[src/rtl/sync_fifo_param.sv]
// Parametrised single-clock FIFO with programmable almost-full/almost-empty thresholds,
// a read-valid strobe, sticky overflow/underflow flags and a synchronous flush.
module sync_fifo_param #(
  parameter int DATA_W    = 8,
  parameter int DEPTH     = 8,
  parameter int AFULL_TH  = DEPTH - 2,
  parameter int AEMPTY_TH = 2
) (
  input  logic                        clk,
  input  logic                        rst,
  input  logic                        flush,
  input  logic                        clr_err,
  input  logic                        wr,
  input  logic [DATA_W-1:0]           data_in,
  input  logic                        rd,
  output logic [DATA_W-1:0]           data_out,
  output logic                        rd_valid,
  output logic [$clog2(DEPTH):0]      fifo_cnt,
  output logic                        empty,
  output logic                        full,
  output logic                        almost_empty,
  output logic                        almost_full,
  output logic                        overflow,
  output logic                        underflow
);

  localparam int CW = $clog2(DEPTH) + 1;
  localparam int PW = $clog2(DEPTH);

  logic [DATA_W-1:0] mem [DEPTH];
  logic [PW-1:0]     wr_ptr;
  logic [PW-1:0]     rd_ptr;
  logic              rd_acc;
  logic              wr_acc;

  assign empty        = (fifo_cnt == '0);
  assign full         = (fifo_cnt == CW'(DEPTH));
  assign almost_empty = (fifo_cnt <= CW'(AEMPTY_TH));
  assign almost_full  = (fifo_cnt >= CW'(AFULL_TH));

  // A write into a full FIFO is still accepted when a read frees a slot in the same cycle.
  assign rd_acc = rd && !empty;
  assign wr_acc = wr && (!full || rd_acc);

  always_ff @(posedge clk) begin
    if (!rst && !flush && wr_acc)
      mem[wr_ptr] <= data_in;
  end

  always_ff @(posedge clk) begin
    if (rst) begin
      wr_ptr    <= '0;
      rd_ptr    <= '0;
      fifo_cnt  <= '0;
      data_out  <= '0;
      rd_valid  <= 1'b0;
      overflow  <= 1'b0;
      underflow <= 1'b0;
    end else if (flush) begin
      wr_ptr    <= '0;
      rd_ptr    <= '0;
      fifo_cnt  <= '0;
      rd_valid  <= 1'b0;
      overflow  <= overflow  && !clr_err;
      underflow <= underflow && !clr_err;
    end else begin
      if (wr_acc)
        wr_ptr <= wr_ptr + PW'(1);
      if (rd_acc) begin
        data_out <= mem[rd_ptr];
        rd_ptr   <= rd_ptr + PW'(1);
      end
      rd_valid <= rd_acc;
      case ({wr_acc, rd_acc})
        2'b10:   fifo_cnt <= fifo_cnt + CW'(1);
        2'b01:   fifo_cnt <= fifo_cnt - CW'(1);
        default: fifo_cnt <= fifo_cnt;
      endcase
      // A new error event in the same cycle as clr_err keeps the flag set.
      overflow  <= (overflow  && !clr_err) || (wr && !wr_acc);
      underflow <= (underflow && !clr_err) || (rd && !rd_acc);
    end
  end

endmodule

[config.mk]
export PLATFORM = sky130hd
export DESIGN_NAME = sync_fifo_param
export DESIGN_NICKNAME = d
export VERILOG_FILES = /design/src/rtl/sync_fifo_param.sv
export SDC_FILE = /design/constraint.sdc
export NUM_CORES = 1
export LEC_CHECK = 0
export ABC_AREA = 1
export BUFFER_PORTS_ARGS = -buffer_cell sky130_fd_sc_hd__buf_2
export CAP_MARGIN = 20
export CORE_UTILIZATION = 35
export CTS_BUF_LIST = sky130_fd_sc_hd__clkbuf_16
export DETAILED_ROUTE_END_ITERATION = 7
export PLACE_DENSITY = 0.6
export SLEW_MARGIN = 30
export SYNTH_ARGS = -nofsm -noshare
export SYNTH_HDL_FRONTEND = slang
export SYNTH_SLANG_ARGS = --single-unit
[constraint.sdc]
create_clock -name clk -period 2.6 [get_ports clk]
set_input_delay 0.65 -clock clk [delete_from_list [all_inputs] [get_ports clk]]
set_output_delay 0.65 -clock clk [all_outputs]
set_load 0.01 [all_outputs]
==> run metrics <==
Post-synth EDFFs=between 60 and 70; Compound-Gate Fraction of Synth Area=4.85%; standard-cell row count=36; Max clock buf depth=2; crit path cell chain=nor2_2 -> nand2_4 -> nand2_8 -> inv_4 -> nand2_4 -> inv_1 -> ha_1 -> a21oi_1 -> nand3_1 -> nand2_1 -> nand3_1 -> nand2_1 -> nor2_1; Final ANT Viol Nets=0; # diodes=0; RSZ-0062 raised after global routing=no; Mapped Area=approximately 3700 µm²; CP Data Arrival Time=between 2000 and 2500 ps; clock transition at the registers of the reported paths=around 60 ps; Synth Area in Adders=1.91%; CTS H-tree lvls=3; most numerous cell in the Yosys netlist=nand2_1; worst slew pin tran=between 500 and 600 ps; WS Path Type=register to register; sequential cell area fraction in the yosys report=between 60% and 70%; YS warnings=0; all-layer global routing usage=14.4%; PnR worst setup slack=around 620 ps; # IOs=33; Core Footprint=about 10000 µm²; vias=around 2500; post-CTS sizing=0; layout cells sized above 1=between 15 and 20%; Synth cell types=30; grt ovf=0; initial DRC count=between 150 and 200; Synth top area share=a little over half; mux contribution to synthesized area=0%; simple-gate share of the synthesized area=between 20% and 30%; CTS Root Cell=clkbuf_16; Pleak=~1.8 nW; CTS Buf Count=9; Wirelength per Cell=approximately 13 µm; CP endpoint kind=register; buffers added on ports=32; clock sinks=85; Detailed Route WL=7220 µm; syn nets=384; Area Overhead vs Synth=16.7%; Post-synth ARST share=0%; Initial Utilization=between 30% and 40%; Commonest cells post-synth=97 x nand2_1, 64 x edfxtp_1, 39 x nand3_1; Hold Path Class=register to register; DR pass1 iterations=4; Final period util=about three quarters; Slew headroom=63.0%; Post-synth top flop=edfxtp_1; Final Max Slew Viols=0; top cell type by total area after synthesis=edfxtp_1; peak supply drop=between 300 and 400 µV; die extent in y=roughly 100 µm; TNS Setup=0 ps; Worst-Skew Late Latency=340 ps; CTS tree=done; largest family of logic cells by synthesized area=simple AND/OR/NAND/NOR gates; Final Net Count=approximately 420; synth top area cells=edfxtp_1 52%, dfxtp_1 11%, nand2_1 9.9%; final setup vio count=0; final hold slack=between 400 and 500 ps; DIE WIDTH=approximately 100 µm; Mapped Cells=~370; first-pass GRT wire length=roughly 12000 µm; worst slack, placed=about 490 ps; full die area=between 10000 and 15000 µm²; post-DR vias/cell=about 4.6; synthesis-stage register bit count=85; max frequency=0.506 GHz; crit start category=register; Final Skew=slightly above 7 ps; Worst path max stage delay=roughly 350 ps; Post-Syn Area per Cell=10.0 µm²; Slowest-stage cell, CP=dfxtp_1; Crit Path Max Fanout=10; min cycle time layout=1980 ps; Hold Buf Count CTS=0; XOR/XNOR Fraction of Synth Area=less than 1%; status=finished clean; DRC viols=0; post-DP HPWL=4890 µm; Fin. Hold Viols=0; Final Total Pwr=approximately 2.9 mW; initial antenna violation count=0; setup bufs post-CTS=0; # fillers=~940; pin count of the biggest net entering global routing=35; routability cong.=roughly 0.77; PwrDens=slightly below 700 nW/µm²; Layout Utilization=42.9%; vias in the first global route=2375; worst path required time=around 2800 ps; maxcap violations=0
==> cells by family (layout without fill, tap and decap cells) <==
logic type	count (synthesis)	in the layout
buf+inv	56	100
fa+ha+maj	5	5
flops	85	85
simple gates	184	184
compound gates	34	34
xor+xnor	1	1
==> path summary, 6_finish.rpt <==
path | start | to | slack [ps] | cells after the start
worst min-delay path | data_out[7]$_SDFFE_PP0P_ | data_out[7]$_SDFFE_PP0P_ | 460 | 2
worst min register to register | data_out[7]$_SDFFE_PP0P_ | data_out[7]$_SDFFE_PP0P_ | 460 | 2
worst max-delay path | fifo_cnt[0]$_SDFFE_PP0P_ | fifo_cnt[3]$_SDFFE_PP0P_ | 620 | 13
worst max register to register | fifo_cnt[0]$_SDFFE_PP0P_ | fifo_cnt[3]$_SDFFE_PP0P_ | 620 | 13
==> metrics by stage <==
step           cell area (µm²)  std cells
6_report                  4270        542
3_3_place_gp              3990        527
2_1_floorplan             3660        365
4_1_cts                   4270        542
3_5_place_dp              3990        527
5_1_grt                   4270        542
==> where the power goes <==
group | internal (mW) | leakage [nW] | switching [mW] | total, mW
clock | 0.729 | 0.144 | 0.481 | 1.21
combinational | 0.0705 | 0.871 | 0.146 | 0.216
sequential | 1.48 | 0.747 | 0.0135 | 1.49
total | 2.28 | 1.76 | 0.640 | 2.92
==> cell type report <==
class | count | area [µm²] | share of cell area (%)
clock buffer | 9 | 225 | 5.27
tap | 133 | 166 | 3.89
sequential | 85 | 2340 | 54.8
timing repair buffer | 42 | 235 | 5.51
inverter | 43 | 164 | 3.84
multi-input combinational | 224 | 1080 | 25.4
clock inverter | 6 | 56.3 | 1.32
==> registers in the layout, indices dropped and copies added, names as in the netlist <==
name and count:
overflow 1, fifo_cnt 4, rd_valid 1, rd_ptr 3, mem 64, data_out 8, wr_ptr 3, underflow 1
==> metal layers <==
layer / part of all wire, % / wire length, µm / global-route usage (%) / vias up
met2: 43 / 3110 / 21.5 / 55
met1: 51 / 3710 / 19.4 / 1161
met4: 1.9 / 137 / 6.53 / 0
met3: 3.6 / 260 / 3.82 / 12
li1: - / - / - / 1285
met5: 0 / 0 / 0 / -
==> placed cells by master, fill, tap and decap left out, drive strengths merged, types with 9 or more instances in the layout <==
| master | instances |
|---|---|
| nand2 | 102 |
| inv | 42 |
| o21ai | 18 |
| dfxtp | 21 |
| clkbuf | 9 |
| edfxtp | 64 |
| nor2 | 34 |
| buf | 42 |
| nand3 | 40 |
| a21oi | 14 |
==> critical path, delay by kind of cell (launching register included) <==
family	cells	cell delay (ps)
fa+ha+maj	1	320
simple gates	9	870
buf+inv	2	110
compound gates	1	210
flops	1	350
No activity file was read; power rests on OpenSTA's default activity.
